==> src/rtl/dq_lsu_issue.sv <==
// dq_lsu_issue: issue stage for decoded DQ-form quadword loads/stores.
// Reads the base GPR (when RA != 0) and, for stxv, the source VSR, then
// presents one quadword memory request and waits for it to be accepted.
// Malformed lq encodings and the reserved opcode raise a one-cycle
// illegal_o pulse instead of issuing.
//
// Handshake rule, used on every interface of this block: a transfer
// happens on the rising edge where valid (or read enable) and the
// matching ready/valid response are both high. The requester holds its
// request and all payload fields stable until that edge.
module dq_lsu_issue #(
    parameter int regWidth  = 5,
    parameter int immWidth  = 12,
    parameter int addrWidth = 64,
    parameter int gprWidth  = 64,
    parameter int vsrWidth  = 128
) (
    input  logic                 clock_i,
    input  logic                 reset_n_i,
    input  logic                 enable_i,
    input  logic [1:0]           opType_i,
    input  logic [regWidth-1:0]  reg1_i,
    input  logic [regWidth-1:0]  reg2_i,
    input  logic [immWidth-1:0]  imm_i,
    input  logic                 bit_i,
    output logic                 ready_o,
    output logic                 gprReadEn_o,
    output logic [regWidth-1:0]  gprReadAddr_o,
    input  logic [gprWidth-1:0]  gprReadData_i,
    input  logic                 gprReadValid_i,
    output logic                 vsrReadEn_o,
    output logic [5:0]           vsrReadAddr_o,
    input  logic [vsrWidth-1:0]  vsrReadData_i,
    input  logic                 vsrReadValid_i,
    output logic                 memValid_o,
    input  logic                 memReady_i,
    output logic [addrWidth-1:0] memAddr_o,
    output logic                 memIsStore_o,
    output logic [5:0]           memTarget_o,
    output logic [vsrWidth-1:0]  memData_o,
    output logic                 illegal_o,
    output logic [1:0]           stateDbg_o
);

    localparam logic [1:0] OP_LQ   = 2'd0;
    localparam logic [1:0] OP_LXV  = 2'd1;
    localparam logic [1:0] OP_STXV = 2'd2;
    localparam logic [1:0] OP_RSVD = 2'd3;
    localparam int         OFF_W   = immWidth + 4;

    typedef enum logic [1:0] {
        IDLE    = 2'd0,
        RD_BASE = 2'd1,
        RD_DATA = 2'd2,
        ISSUE   = 2'd3
    } state_t;

    state_t state_q, state_d;

    logic [1:0]           op_q;
    logic [regWidth-1:0]  reg1_q;
    logic [regWidth-1:0]  reg2_q;
    logic [immWidth-1:0]  imm_q;
    logic                 bit_q;
    logic [addrWidth-1:0] base_q;
    logic [vsrWidth-1:0]  data_q;
    logic                 illegal_q;

    logic                 accept;
    logic                 form_bad;
    logic [OFF_W-1:0]     off_raw;
    logic [addrWidth-1:0] offset;
    logic [addrWidth-1:0] ea;

    // An instruction is only taken while idle; enable_i elsewhere is ignored.
    assign accept   = (state_q == IDLE) && enable_i;
    // lq needs an even RTp that differs from RA; opcode 3 is never legal.
    assign form_bad = (opType_i == OP_RSVD) ||
                      ((opType_i == OP_LQ) && (reg1_i[0] || (reg1_i == reg2_i)));

    // DQ is a quadword-scaled displacement: shift by 4, sign-extend, add mod 2^addrWidth.
    assign off_raw = {imm_q, 4'b0000};
    assign offset  = {{(addrWidth - OFF_W){off_raw[OFF_W-1]}}, off_raw};
    assign ea      = base_q + offset;

    // State register.
    always_ff @(posedge clock_i or negedge reset_n_i) begin
        if (!reset_n_i) begin
            state_q <= IDLE;
        end else begin
            state_q <= state_d;
        end
    end

    // Next-state: RA==0 skips the base read, only stxv visits RD_DATA.
    always_comb begin
        state_d = state_q;
        case (state_q)
            IDLE: begin
                if (accept && !form_bad) begin
                    if (reg2_i != '0)            state_d = RD_BASE;
                    else if (opType_i == OP_STXV) state_d = RD_DATA;
                    else                          state_d = ISSUE;
                end
            end
            RD_BASE: begin
                if (gprReadValid_i) state_d = (op_q == OP_STXV) ? RD_DATA : ISSUE;
            end
            RD_DATA: begin
                if (vsrReadValid_i) state_d = ISSUE;
            end
            ISSUE: begin
                if (memReady_i) state_d = IDLE;
            end
            default: state_d = IDLE;
        endcase
    end

    // Instruction fields, base and store data; read data is taken only in its waiting state.
    always_ff @(posedge clock_i or negedge reset_n_i) begin
        if (!reset_n_i) begin
            op_q      <= '0;
            reg1_q    <= '0;
            reg2_q    <= '0;
            imm_q     <= '0;
            bit_q     <= 1'b0;
            base_q    <= '0;
            data_q    <= '0;
            illegal_q <= 1'b0;
        end else begin
            illegal_q <= accept && form_bad;
            if (accept && !form_bad) begin
                op_q   <= opType_i;
                reg1_q <= reg1_i;
                reg2_q <= reg2_i;
                imm_q  <= imm_i;
                bit_q  <= bit_i;
                base_q <= '0;
                data_q <= '0;
            end
            if ((state_q == RD_BASE) && gprReadValid_i) begin
                base_q <= addrWidth'(gprReadData_i);
            end
            if ((state_q == RD_DATA) && vsrReadValid_i) begin
                data_q <= vsrReadData_i;
            end
        end
    end

    // Outputs: pure function of state and latched fields, so they hold steady during stalls.
    always_comb begin
        ready_o       = 1'b0;
        gprReadEn_o   = 1'b0;
        gprReadAddr_o = '0;
        vsrReadEn_o   = 1'b0;
        vsrReadAddr_o = '0;
        memValid_o    = 1'b0;
        memAddr_o     = '0;
        memIsStore_o  = 1'b0;
        memTarget_o   = '0;
        memData_o     = '0;
        illegal_o     = illegal_q;
        stateDbg_o    = state_q;
        case (state_q)
            IDLE: begin
                ready_o = 1'b1;
            end
            RD_BASE: begin
                gprReadEn_o   = 1'b1;
                gprReadAddr_o = reg2_q;
            end
            RD_DATA: begin
                vsrReadEn_o   = 1'b1;
                vsrReadAddr_o = 6'({bit_q, reg1_q});
            end
            ISSUE: begin
                memValid_o   = 1'b1;
                memAddr_o    = ea;
                memIsStore_o = (op_q == OP_STXV);
                case (op_q)
                    OP_LQ:   memTarget_o = 6'({1'b0, reg1_q});
                    OP_LXV:  memTarget_o = 6'({bit_q, reg1_q});
                    default: memTarget_o = '0;
                endcase
                if (op_q == OP_STXV) memData_o = data_q;
            end
            default: ;
        endcase
    end

endmodule

==> config.mk <==
export PLATFORM = sky130hd
export DESIGN_NAME = dq_lsu_issue
export DESIGN_NICKNAME = d
export VERILOG_FILES = /design/src/rtl/dq_lsu_issue.sv
export SDC_FILE = /design/constraint.sdc
export NUM_CORES = 1
export LEC_CHECK = 0
export ABC_CLOCK_PERIOD_IN_PS = 6200
export CAP_MARGIN = 20
export CORE_AREA = 2 2 173 175
export DETAILED_ROUTE_END_ITERATION = 8
export DIE_AREA = 0 0 175 177
export PLACE_DENSITY = 0.81
export SLEW_MARGIN = 20
export SYNTH_ARGS = -nofsm -noshare
export SYNTH_HDL_FRONTEND = slang
export SYNTH_SLANG_ARGS = --single-unit
==> constraint.sdc <==
create_clock -name clock_i -period 6.2 [get_ports clock_i]
set_input_delay 0.62 -clock clock_i [delete_from_list [all_inputs] [get_ports clock_i]]
set_output_delay 0.62 -clock clock_i [all_outputs]
set_load 0.005 [all_outputs]
==> key figures, run 1 <==
Status
  • Status: completed

Synthesis
  • Synth top area cells: dfrtp_1, nand2_1, nand3_1, and2_1, ha_1
  • Sequential share of the synthesized area: about two fifths
  • Syn_nets: 1953
  • Syn Inst Count: about 1700
  • Distinct cells, synth: between 60 and 70
  • Post-Syn Area per Cell: 8.092 um^2
  • Post-synth ARST share: 100.0%
  • Yosys Warn Count: 0
  • Synth Flop Type: dfrtp_1
  • Mapped Area: 0.01348 mm^2
  • Yosys top cell area share: 40.84%
  • Post-synth EDFFs: 0
  • Post-synth top area cell: dfrtp_1
  • Yosys reg bits: 220

Global route
  • Global-route wire length before repair: between 70000 and 80000 um
  • GRT Overall Usage: roughly 29%
  • Total grt overflow: 0
  • Vias in the first global route: 13170
  • Initial antenna violation count: 5
  • Pin count of the biggest net entering global routing: 131

Clocking
  • H-tree depth: 1
  • Total setup buffers inserted after CTS: 0
  • Clk sinks: 220
  • Clk slew on worst S/H paths: approximately 0.06 ns
  • Resized Gates After CTS: 0
  • Bufs on Longest Clock Path: 3
  • Clock root cell: clkbuf_16
  • CTS tree: yes
  • Clock Latency Late Sink: 0.56 ns
  • Total CTS buffers: 26
  • Hold_buf cts: 0

Timing
  • Final hold slack: approximately 0.032 ns
  • Max_slew headroom: approximately a quarter
  • Total negative slack: 0 ns
  • Max frequency: roughly 200 MHz
  • Unrepaired setup endpoints after global routing: no
  • Final-report max-slew violation count: 0
  • Final hold violation count: 0
  • Tmin final: 4.985 ns
  • Period utilization: 80.40%
  • Setup Viol. Count Final: 0
  • Clock Skew: around 0.023 ns
  • Pin slew with the least headroom to its limit: between 1 and 1.5 ns

Placed design
  • Gpl congestion: between 0.9 and 1
  • IO buf count: between 400 and 500
  • DP HPWL: ~34000 um

Detailed routing
  • Drt total wl: ~46000 um
  • Post-route ant nets: 0
  • DRC viols: 0
  • Initial drt markers: 963
  • DR vias: approximately 13000
  • DR vias/cell: between 5 and 6
  • TritonRoute pass-1 iters: 5
  • DR WL/cell: ~19 um

Cells and area
  • Share of layout cells above drive strength 1: slightly above 5%
  • Area growth syn-to-layout: 40.66%
  • Fin nets: approximately 2300
  • Area of the multi-input gates: 0.007521 mm^2
  • Reg area: between 0.005 and 0.006 mm^2
  • FILL cells: 2399

Floorplan
  • Die Span Y: roughly 180 um
  • Rows: 63
  • Die area: ~0.031 mm^2
  • I/O Pins: between 400 and 500
  • Die Wd: about 180 um
  • Core Area: roughly 0.029 mm^2
  • Initial Utilization: a little under half

Flow run
  • Max-cap violations: 0

Worst setup path
  • R2R Path Start: stateDbg_o[1]
  • Critical path peak fanout: 31
  • Worst Path Required: between 5 and 6 ns
  • Worst setup EP type: primary output
  • CP startpoint kind: flip-flop
  • Reg2Reg Depth: 7
  • Reg2Reg Setup Slack: between 3 and 4 ns
  • Critical path arrival: 4.37 ns
  • Kind of critical path: flip-flop to primary output
  • FF-to-FF End: stateDbg_o[1]

Power
  • VDD IR max: around 0.00027 V
  • Leakage: roughly 9.0 nW
  • Cell Pwr Density: between 500 and 600 mW/mm^2

Worst hold path
  • Min-Delay Path Class: input pin to async pin
synth_stat cells (all sizes together) (4+ instances only):
cell	n
o21ai	41
o21a	9
a21o	40
and2	159
dfrtp	220
a21oi	70
nand4	12
nor2b	8
nand2	436
a31oi	13
nor3	18
nor2	80
ha	63
clkbuf	91
a221oi	4
o221ai	4
buf	16
o31ai	6
nand3	211
and3	12
mux2	23
xor2	24
o21bai	10
xnor2	34
inv	21
nand2b	5
cells in the final DEF, fill, tap and decap left out, types with 3 or more instances in the layout:
master           instances
nor3_1                  17
a21o_1                  40
a41oi_1                  3
a211oi_1                 3
a31o_2                   3
o21ai_1                  7
a221oi_1                 4
nor2_1                  79
clkdlybuf4s50_1        438
clkinv_2                 3
o21ai_0                 31
nand2_1                434
o221ai_1                 4
o31ai_2                  3
clkbuf_16               26
a21oi_1                 67
clkbuf_8                 6
xnor2_1                 34
and3_1                  12
buf_4                    9
o21bai_1                10
o31ai_1                  3
mux2_2                  23
nor2b_1                  8
o21a_1                   9
nand4_1                 12
ha_1                    63
and2_1                 157
o21ai_2                  3
dfrtp_1                220
xor2_1                  24
a31oi_1                 10
inv_1                   20
clkbuf_1                 4
diode_2                  4
nand2b_1                 5
nand3_1                209
layer usage:
layer	global-route usage, %	vias up	share of wire (%)
li1	-	6324	-
met1	35.35	6456	40
met2	46.74	547	46
met3	8.956	121	9.0
met4	12.33	4	4.7
met5	0	-	0.065
critical path, stage by stage (launching register included):
cell,delay [ns]
dfrtp_1,0.43
buf_4,0.38
ha_1,0.39
a21o_1,0.22
a31o_2,0.25
a21o_1,0.17
a21o_1,0.17
a31oi_1,0.20
o221ai_1,0.17
a31oi_2,0.35
nor3_1,0.11
o21a_1,0.18
nor3_1,0.21
clkdlybuf4s50_1,0.58
area by class of cell:
| cell class | count | area share, % |
|---|---|---|
| inverter | 21 | 0.4157 |
| clock buffer | 36 | 3.946 |
| antenna | 4 | 0.05278 |
| sequential | 220 | 29.03 |
| tap | 390 | 2.573 |
| multi-input combinational | 1318 | 39.66 |
| timing repair buffer | 450 | 23.77 |
| clock inverter | 6 | 0.5542 |
how the worst max path moves through the flow:
stage | cells after the start | end | startpoint | slack, ns
2_1_floorplan | 12 | memAddr_o[56] | imm_q[11] | 2.15
3_3_place_gp | 13 | memAddr_o[56] | imm_q[11] | 1.84
3_5_place_dp | 13 | memAddr_o[56] | imm_q[11] | 1.82
4_1_cts | 13 | memAddr_o[56] | imm_q[11] | 1.20
5_1_grt | 13 | memAddr_o[56] | imm_q[11] | 0.96
6_report | 13 | memAddr_o[56] | imm_q[11] | 1.21
sequential cells by signal, summed over array words and instances (netlist names):
name / cells
imm_q: 12
reg1_q: 5
reg2_q: 5
op_q: 2
bit_q: 1
base_q: 64
data_q: 128
stateDbg_o: 2
illegal_o: 1
stage by stage:
step | total power [mW] | util [%] | std cells | setup WS (ns) | cell area (um^2)
final | 10.18 | 64.84 | 2445 | 1.215 | 18960
after global routing | 10.89 | 64.84 | 2444 | 0.9566 | 18960
after CTS | 10.15 | 64.81 | 2441 | 1.200 | 18950
after detailed placement | 8.553 | 61.89 | 2399 | 1.823 | 18100
after global placement | 8.477 | 61.89 | 2399 | 1.838 | 18100
after floorplan | 6.200 | - | 1666 | 2.146 | 13480
report_power, final:
part / internal, mW / total, mW / switching, mW
Combinational: 2.73 / 6.20 / 3.47
Clock: 0.919 / 1.54 / 0.621
Sequential: 2.07 / 2.44 / 0.371
cell families (layout without fill, tap and decap cells):
group,Yosys count,after routing,synth area share [%]
buffers and inverters,128,513,3.629
AO/OA/AOI/OAI,219,219,11.05
flip-flops,220,220,40.84
adder cells (fa/ha/maj),64,64,5.995
AND/OR/NAND/NOR,952,952,32.65
other,0,4,0
multiplexers,25,25,2.070
XOR/XNOR,58,58,3.768
Note: power is estimated with default switching activity, not from simulation.
==> inputs of run 2 (changes only) <==
--- a/config.mk
+++ b/config.mk
@@ -5,11 +5,11 @@
 export SDC_FILE = /design/constraint.sdc
 export NUM_CORES = 1
 export LEC_CHECK = 0
-export ABC_CLOCK_PERIOD_IN_PS = 6200
+export ABC_CLOCK_PERIOD_IN_PS = 4900
 export CAP_MARGIN = 20
-export CORE_AREA = 2 2 173 175
+export CORE_MARGIN = 2
+export CORE_UTILIZATION = 47
 export DETAILED_ROUTE_END_ITERATION = 8
-export DIE_AREA = 0 0 175 177
 export PLACE_DENSITY = 0.81
 export SLEW_MARGIN = 20
 export SYNTH_ARGS = -nofsm -noshare
==> constraint.sdc (replaced) <==
create_clock -name clock_i -period 4.9 [get_ports clock_i]
set_input_delay 0.49 -clock clock_i [delete_from_list [all_inputs] [get_ports clock_i]]
set_output_delay 0.49 -clock clock_i [all_outputs]
set_load 0.005 [all_outputs]
==> run 2 against run 1 <==
  * Count of clock-buffer cells in the layout up 2
  * Cell count rose by 0.41%
  * Via count rose by 0.39%
  * Worst hold slack better by 0.45 ns
  * Sequential power is 29% higher
  * Design area grew 0.48%
  * Worst setup slack got worse by 1.0 ns
  * Core utilization up 2.1 points
  * First-iteration DRC count rose by 20%
  * Critical path depth down 1
  * Register-to-register slack worse by 1.3 ns
  * Critical path type unchanged
==> key figures, run 2 (synthesis results as in run 1) <==
Global route
  • M3 GR Usage: 10.42%
  • GR peak layer: met2
  • Global-route wire length before repair: between 70000 and 80000 um
  • GRT met1 Usage: 38.66%
  • Met2 usage: about half
  • Initial antenna violation count: 10
  • Total grt overflow: 0
  • GRT Overall Usage: between 30% and 40%
  • Vias in the first global route: between 10000 and 15000
  • Pin count of the biggest net entering global routing: ~110

Floorplan
  • Die area: around 0.030 mm^2
  • Rows: just over 60
  • Die Span Y: roughly 170 um
  • I/O Pins: 440
  • Die Wd: approximately 170 um
  • Initial Utilization: between 40% and 50%
  • Core Area: about 0.028 mm^2

Timing
  • Max_slew headroom: 28.12%
  • Max frequency: about 210 MHz
  • Final-report max-slew violation count: 0
  • Final hold violation count: 0
  • Tmin final: around 4.7 ns
  • Clock Skew: roughly 0.017 ns
  • Total negative slack: 0 ns
  • Period utilization: slightly below 100%
  • Pin slew with the least headroom to its limit: 1.078 ns
  • Unrepaired setup endpoints after global routing: no
  • Setup Viol. Count Final: 0

Power
  • Internal: between 7 and 8 mW
  • Sequential share of power: 24.3%
  • Sw power: between 5 and 6 mW
  • Logic pwr share: between 60% and 70%
  • Tot Pwr: around 13 mW
  • Switching portion of total power: between 40% and 50%
  • Leakage: ~9.0 nW
  • Power share of the clock group: about 14%
  • Cell Pwr Density: roughly 680 mW/mm^2
  • VDD IR max: between 0.0003 and 0.0004 V

Cells and area
  • Biggest regs: data_q x128, base_q x64, imm_q x12
  • Most frequent cells in the layout: clkdlybuf4s50_1, nand2_1, dfrtp_1
  • Reg area: roughly 0.0055 mm^2
  • Share of layout cells above drive strength 1: 5.671%
  • Non-filler cells, final: ~2500
  • Largest register FFs: 128
  • Fin nets: ~2300
  • Most common cell after layout, fill and taps aside: clkdlybuf4s50_1
  • Area growth syn-to-layout: 41.33%
  • Largest Register: data_q
  • Area of the multi-input gates: roughly 0.0075 mm^2
  • FILL cells: between 2000 and 2500

Clocking
  • Total CTS buffers: 25
  • Clock Latency Late Sink: about 0.53 ns
  • Clock root cell: clkbuf_16
  • H-tree depth: 1
  • Clk sinks: between 200 and 250
  • Clk slew on worst S/H paths: roughly 0.060 ns
  • Bufs on Longest Clock Path: 3
  • CTS tree: yes

Placed design
  • IO buf count: approximately 440
  • DP HPWL: roughly 35000 um
  • Inst Count DP: 2399
  • Gpl congestion: roughly 0.98

Worst hold path
  • Min-Delay Path Class: input pin to flip-flop

Worst setup path
  • Critical path arrival: ~4.2 ns
  • Worst Path Required: roughly 4.4 ns
  • Kind of critical path: flip-flop to primary output
  • Critical path peak fanout: 13
  • CP startpoint kind: flip-flop
  • Worst setup EP type: primary output

Detailed routing
  • TritonRoute pass-1 iters: 8
  • DRC viols: 0
  • Initial drt markers: approximately 1200
  • DR vias: roughly 14000
  • DR vias/cell: 5.501
  • Post-route ant nets: 0
  • DR WL/cell: between 15 and 20 um
  • Drt total wl: around 47000 um

Flow run
  • Max-cap violations: 0

Status
  • Status: completed
## run 2: changes by cell type in the layout (fill, tap and decap cells not counted), moves of 2 or more
cell / delta
buf_4: +5
diode_2: +4
bufinv_16: -2
clkbuf_1: +2
buf_12: +3
## run 2: path summary, 6_finish.rpt
kind / depth (start not counted) / start / end / slack, ns
worst min-delay path: 3 / vsrReadData_i[3] / data_q[3] / 0.48
max in group asynchronous: 3 / reset_n_i / data_q[125] / 3.24
worst min register to register: 2 / data_q[124] / data_q[124] / 0.49
worst max register to register: 7 / stateDbg_o[1] / data_q[75] / 2.14
min in group asynchronous: 2 / reset_n_i / base_q[42] / 0.55
worst max-delay path: 12 / imm_q[11] / memAddr_o[63] / 0.19
## run 2: per-layer routing
metal  share of wire [%]  wire, um  vias up
met1                  40     18900     6498
met4                 3.1      1466        4
li1                    -         -     6356
met3                  10      4849       91
met2                  47     21960      555
met5               0.057        27        -
## run 2: critical path: stages, from the launching register on
cell,delay [ns]
dfrtp_4,0.58
buf_4,0.22
ha_1,0.41
nand3_1,0.18
nor3_2,0.33
o211ai_1,0.16
a31oi_1,0.33
o2111ai_1,0.15
nand3_1,0.21
a21oi_1,0.17
a21oi_1,0.21
mux2i_1,0.21
clkdlybuf4s50_1,0.52
## run 2: power by group through the flow
stage               Combinational, mW  Clock [mW]  Sequential, mW
finish                           7.98        1.79            3.14
detailed placement               7.77           0            3.15
global placement                 7.71           0            3.13
global route                     8.70        1.90            3.23
floorplan                        4.87           0            2.98
CTS                              7.81        1.82            3.15
## run 2: final cells by class
cell class	instances	area share (%)
flip-flops and latches	220	28.91
well taps	384	2.522
clock buffers	38	3.907
multi-input cells	1318	39.57
clock inverters	5	0.1510
diodes	8	0.1051
inverters	21	0.4137
repair buffers	461	24.42
## run 2: per-stage QoR
stage          util [%]  area (um^2)  hold slack (ns)  setup slack (ns)
2_1_floorplan         -        13480           0.1944            0.9763
3_3_place_gp      63.80        18160           0.4702            0.6536
3_5_place_dp      63.80        18160           0.4751            0.6201
4_1_cts           66.55        18950           0.4636           0.02580
5_1_grt           66.92        19050           0.4728           0.02332
6_report          66.92        19050           0.4845            0.1920
## run 2: repair_timing
item | CTS | global route
setup endpoints to repair | 0 | 18
buffers inserted | 0 | 2
hold buffers | 1 | 0
gates resized for setup | 0 | 4
hold endpoints to repair | 76 | 0
==> inputs of run 3 (changes only) <==
--- a/config.mk
+++ b/config.mk
@@ -5,7 +5,7 @@
 export SDC_FILE = /design/constraint.sdc
 export NUM_CORES = 1
 export LEC_CHECK = 0
-export ABC_CLOCK_PERIOD_IN_PS = 4900
+export ABC_CLOCK_PERIOD_IN_PS = 5300
 export CAP_MARGIN = 20
 export CORE_MARGIN = 2
 export CORE_UTILIZATION = 47
==> constraint.sdc (replaced) <==
create_clock -name clock_i -period 5.3 [get_ports clock_i]
set_input_delay 0.53 -clock clock_i [delete_from_list [all_inputs] [get_ports clock_i]]
set_output_delay 0.53 -clock clock_i [all_outputs]
set_load 0.005 [all_outputs]
==> run 3 against run 2 <==
  * Sequential share of layout area increased by 0.22 points
  * Sequential power shrank 6.4%
  * Via count down 0.93%
  * Critical path type unchanged
  * Largest power group unchanged
  * Highest routed layer unchanged
==> key figures, run 3 (synthesis results as in run 1) <==
Worst setup path
  • Worst path buffer plus inverter count: 1
  • Max incr delay on CP: slightly below 0.6 ns
  • Worst Path Required: 4.77 ns
  • CP startpoint kind: flip-flop
  • Cell mode on critical path: o31ai_2
  • Critical Path Source: imm_q[0]
  • Critical path peak fanout: 4
  • Critical path arrival: roughly 4.4 ns
  • Worst setup EP type: primary output
  • Kind of critical path: flip-flop to primary output
  • Slowest-stage cell, CP: a311oi_2
  • R2R Path Start: stateDbg_o[1]
  • CP cell instances: ha_1 > fa_1 > nand4_1 > nand3_2 > o31ai_2 > o31ai_2 > a311oi_2 > o21ai_2 > a21oi_1 > o21ai_0 > xnor2_1 > nor2_1 > clkdlybuf4s50_1
  • Critical path's top delay family: compound AO/OA/AOI/OAI gates

Clocking
  • CTS tree: yes
  • Total setup buffers inserted after CTS: 0
  • Clock root cell: clkbuf_16
  • Clk sinks: 220
  • Clk slew on worst S/H paths: 0.06 ns
  • Total CTS buffers: 25
  • Hold_buf cts: 0
  • Bufs on Longest Clock Path: 3
  • H-tree depth: 1
  • Clock Latency Late Sink: approximately 0.54 ns

Detailed routing
  • DR vias/cell: 5.472
  • M1 WL: around 18000 um
  • DR WL met2: about 22000 um
  • DRC viols: 0
  • DR vias: about 13000
  • DR top layer: met5
  • Drt total wl: around 46000 um
  • Routed met3 length: 4455 um
  • TritonRoute pass-1 iters: 5
  • DR WL/cell: between 15 and 20 um
  • Post-route ant nets: 0
  • Initial drt markers: approximately 1200

Floorplan
  • Die Wd: ~170 um
  • Core Area: approximately 0.028 mm^2
  • I/O Pins: 440
  • Die area: around 0.030 mm^2
  • Rows: 62
  • Initial Utilization: 47.35%
  • Die Span Y: 173.4 um

Power
  • Sw power: 5.206 mW
  • Internal: about 6.6 mW
  • Switching portion of total power: 44.22%
  • VDD IR max: about 0.00027 V
  • Sequential share of power: between 20% and 30%
  • Logic pwr share: between 60% and 70%
  • Cell Pwr Density: about 620 mW/mm^2
  • Leakage: between 8 and 9 nW
  • Power share of the clock group: between 10% and 20%

Global route
  • Pin count of the biggest net entering global routing: 116
  • Global-route wire length before repair: slightly above 70000 um
  • GRT Overall Usage: 29.89%
  • Vias in the first global route: 13320
  • Total grt overflow: 0
  • Initial antenna violation count: 9

Placed design
  • DP Worst Slack: 0.7434 ns
  • IO buf count: about 440
  • Gpl congestion: between 0.9 and 1
  • DP HPWL: roughly 33000 um

Timing
  • Total negative slack: 0 ns
  • Unrepaired setup endpoints after global routing: no
  • Pin slew with the least headroom to its limit: 1.035 ns
  • Tmin final: about 5.0 ns
  • Final hold violation count: 0
  • Setup Viol. Count Final: 0
  • Max frequency: ~200 MHz
  • Clock Skew: 0.02196 ns
  • Period utilization: between 90 and 100%
  • Final-report max-slew violation count: 0
  • Max_slew headroom: a little under a third
  • Setup ws final: 0.3483 ns

Cells and area
  • Area growth syn-to-layout: 40.24%
  • Largest Register: data_q
  • Biggest regs: data_q x128, base_q x64, imm_q x12
  • Largest register FFs: 128
  • Fin nets: approximately 2300
  • Most frequent cells in the layout: clkdlybuf4s50_1, nand2_1, dfrtp_1
  • Most common cell after layout, fill and taps aside: clkdlybuf4s50_1
  • Share of layout cells above drive strength 1: roughly 5.2%

Flow run
  • Max-cap violations: 0

Status
  • Status: completed

Worst hold path
  • Min-Delay Path Class: input pin to async pin
-- run 3: changes by cell type in the layout (fill, tap and decap cells not counted), sizes merged --
cell and change:
clkinvlp +2, dlygate4sd3 -1, clkinv +2, buf -12, inv +1, clkbuf -2
-- run 3: path summary, 6_finish.rpt --
path	end	slack (ns)	cells after the start
worst min register to register	data_q[123]	0.49	2
max in group asynchronous	data_q[13]	4.16	2
worst min-delay path	base_q[60]	0.007	1
worst max register to register	data_q[56]	2.52	6
min in group clock_i	data_q[123]	0.49	2
worst max-delay path	memAddr_o[48]	0.35	13
-- run 3: final cells by class --
| cell class | count | area [um^2] |
|---|---|---|
| clock buffer | 36 | 726.9 |
| clock inverter | 10 | 66.31 |
| antenna | 8 | 20.02 |
| sequential | 220 | 5509 |
| inverter | 21 | 78.83 |
| multi-input combinational | 1318 | 7521 |
| tap | 384 | 480.5 |
| timing repair buffer | 448 | 4504 |
| fill | 2342 | 9563 |
-- run 3: repair_timing --
action | in CTS | in global routing
endpoints found under the hold margin | 0 | 0
gates resized for setup | 0 | 1
setup endpoints to repair | 0 | 10
-- run 3: metrics by stage --
| stage | power (mW) | cell area [um^2] | util [%] | hold slack (ns) | std cells |
|---|---|---|---|---|---|
| global placement | 9.885 | 18090 | 63.54 | 0.4699 | 2391 |
| finish | 11.77 | 18910 | 66.41 | 0.006917 | 2445 |
| global route | 12.63 | 18910 | 66.41 | 0.08472 | 2445 |
| floorplan | 7.252 | 13480 | - | 0.2344 | 1666 |
| detailed placement | 10.00 | 18090 | 63.54 | 0.4752 | 2391 |
| CTS | 11.73 | 18880 | 66.33 | 0.06970 | 2437 |
-- run 3: routing by layer --
layer / vias to the layer above / track usage (%)
li1: 6326 / -
met1: 6389 / 37.11
met2: 553 / 48.85
met3: 108 / 9.101
met4: 2 / 11.83
met5: - / 0
-- run 3: power by group through the flow --
| stage | clock (mW) | sequential [mW] | combinational, mW |
|---|---|---|---|
| final | 1.67 | 2.94 | 7.16 |
| after floorplan | 0 | 2.75 | 4.50 |
| after global routing | 1.77 | 3.03 | 7.83 |
| after global placement | 0 | 2.92 | 6.97 |
| after detailed placement | 0 | 2.94 | 7.06 |
| after CTS | 1.70 | 2.93 | 7.09 |
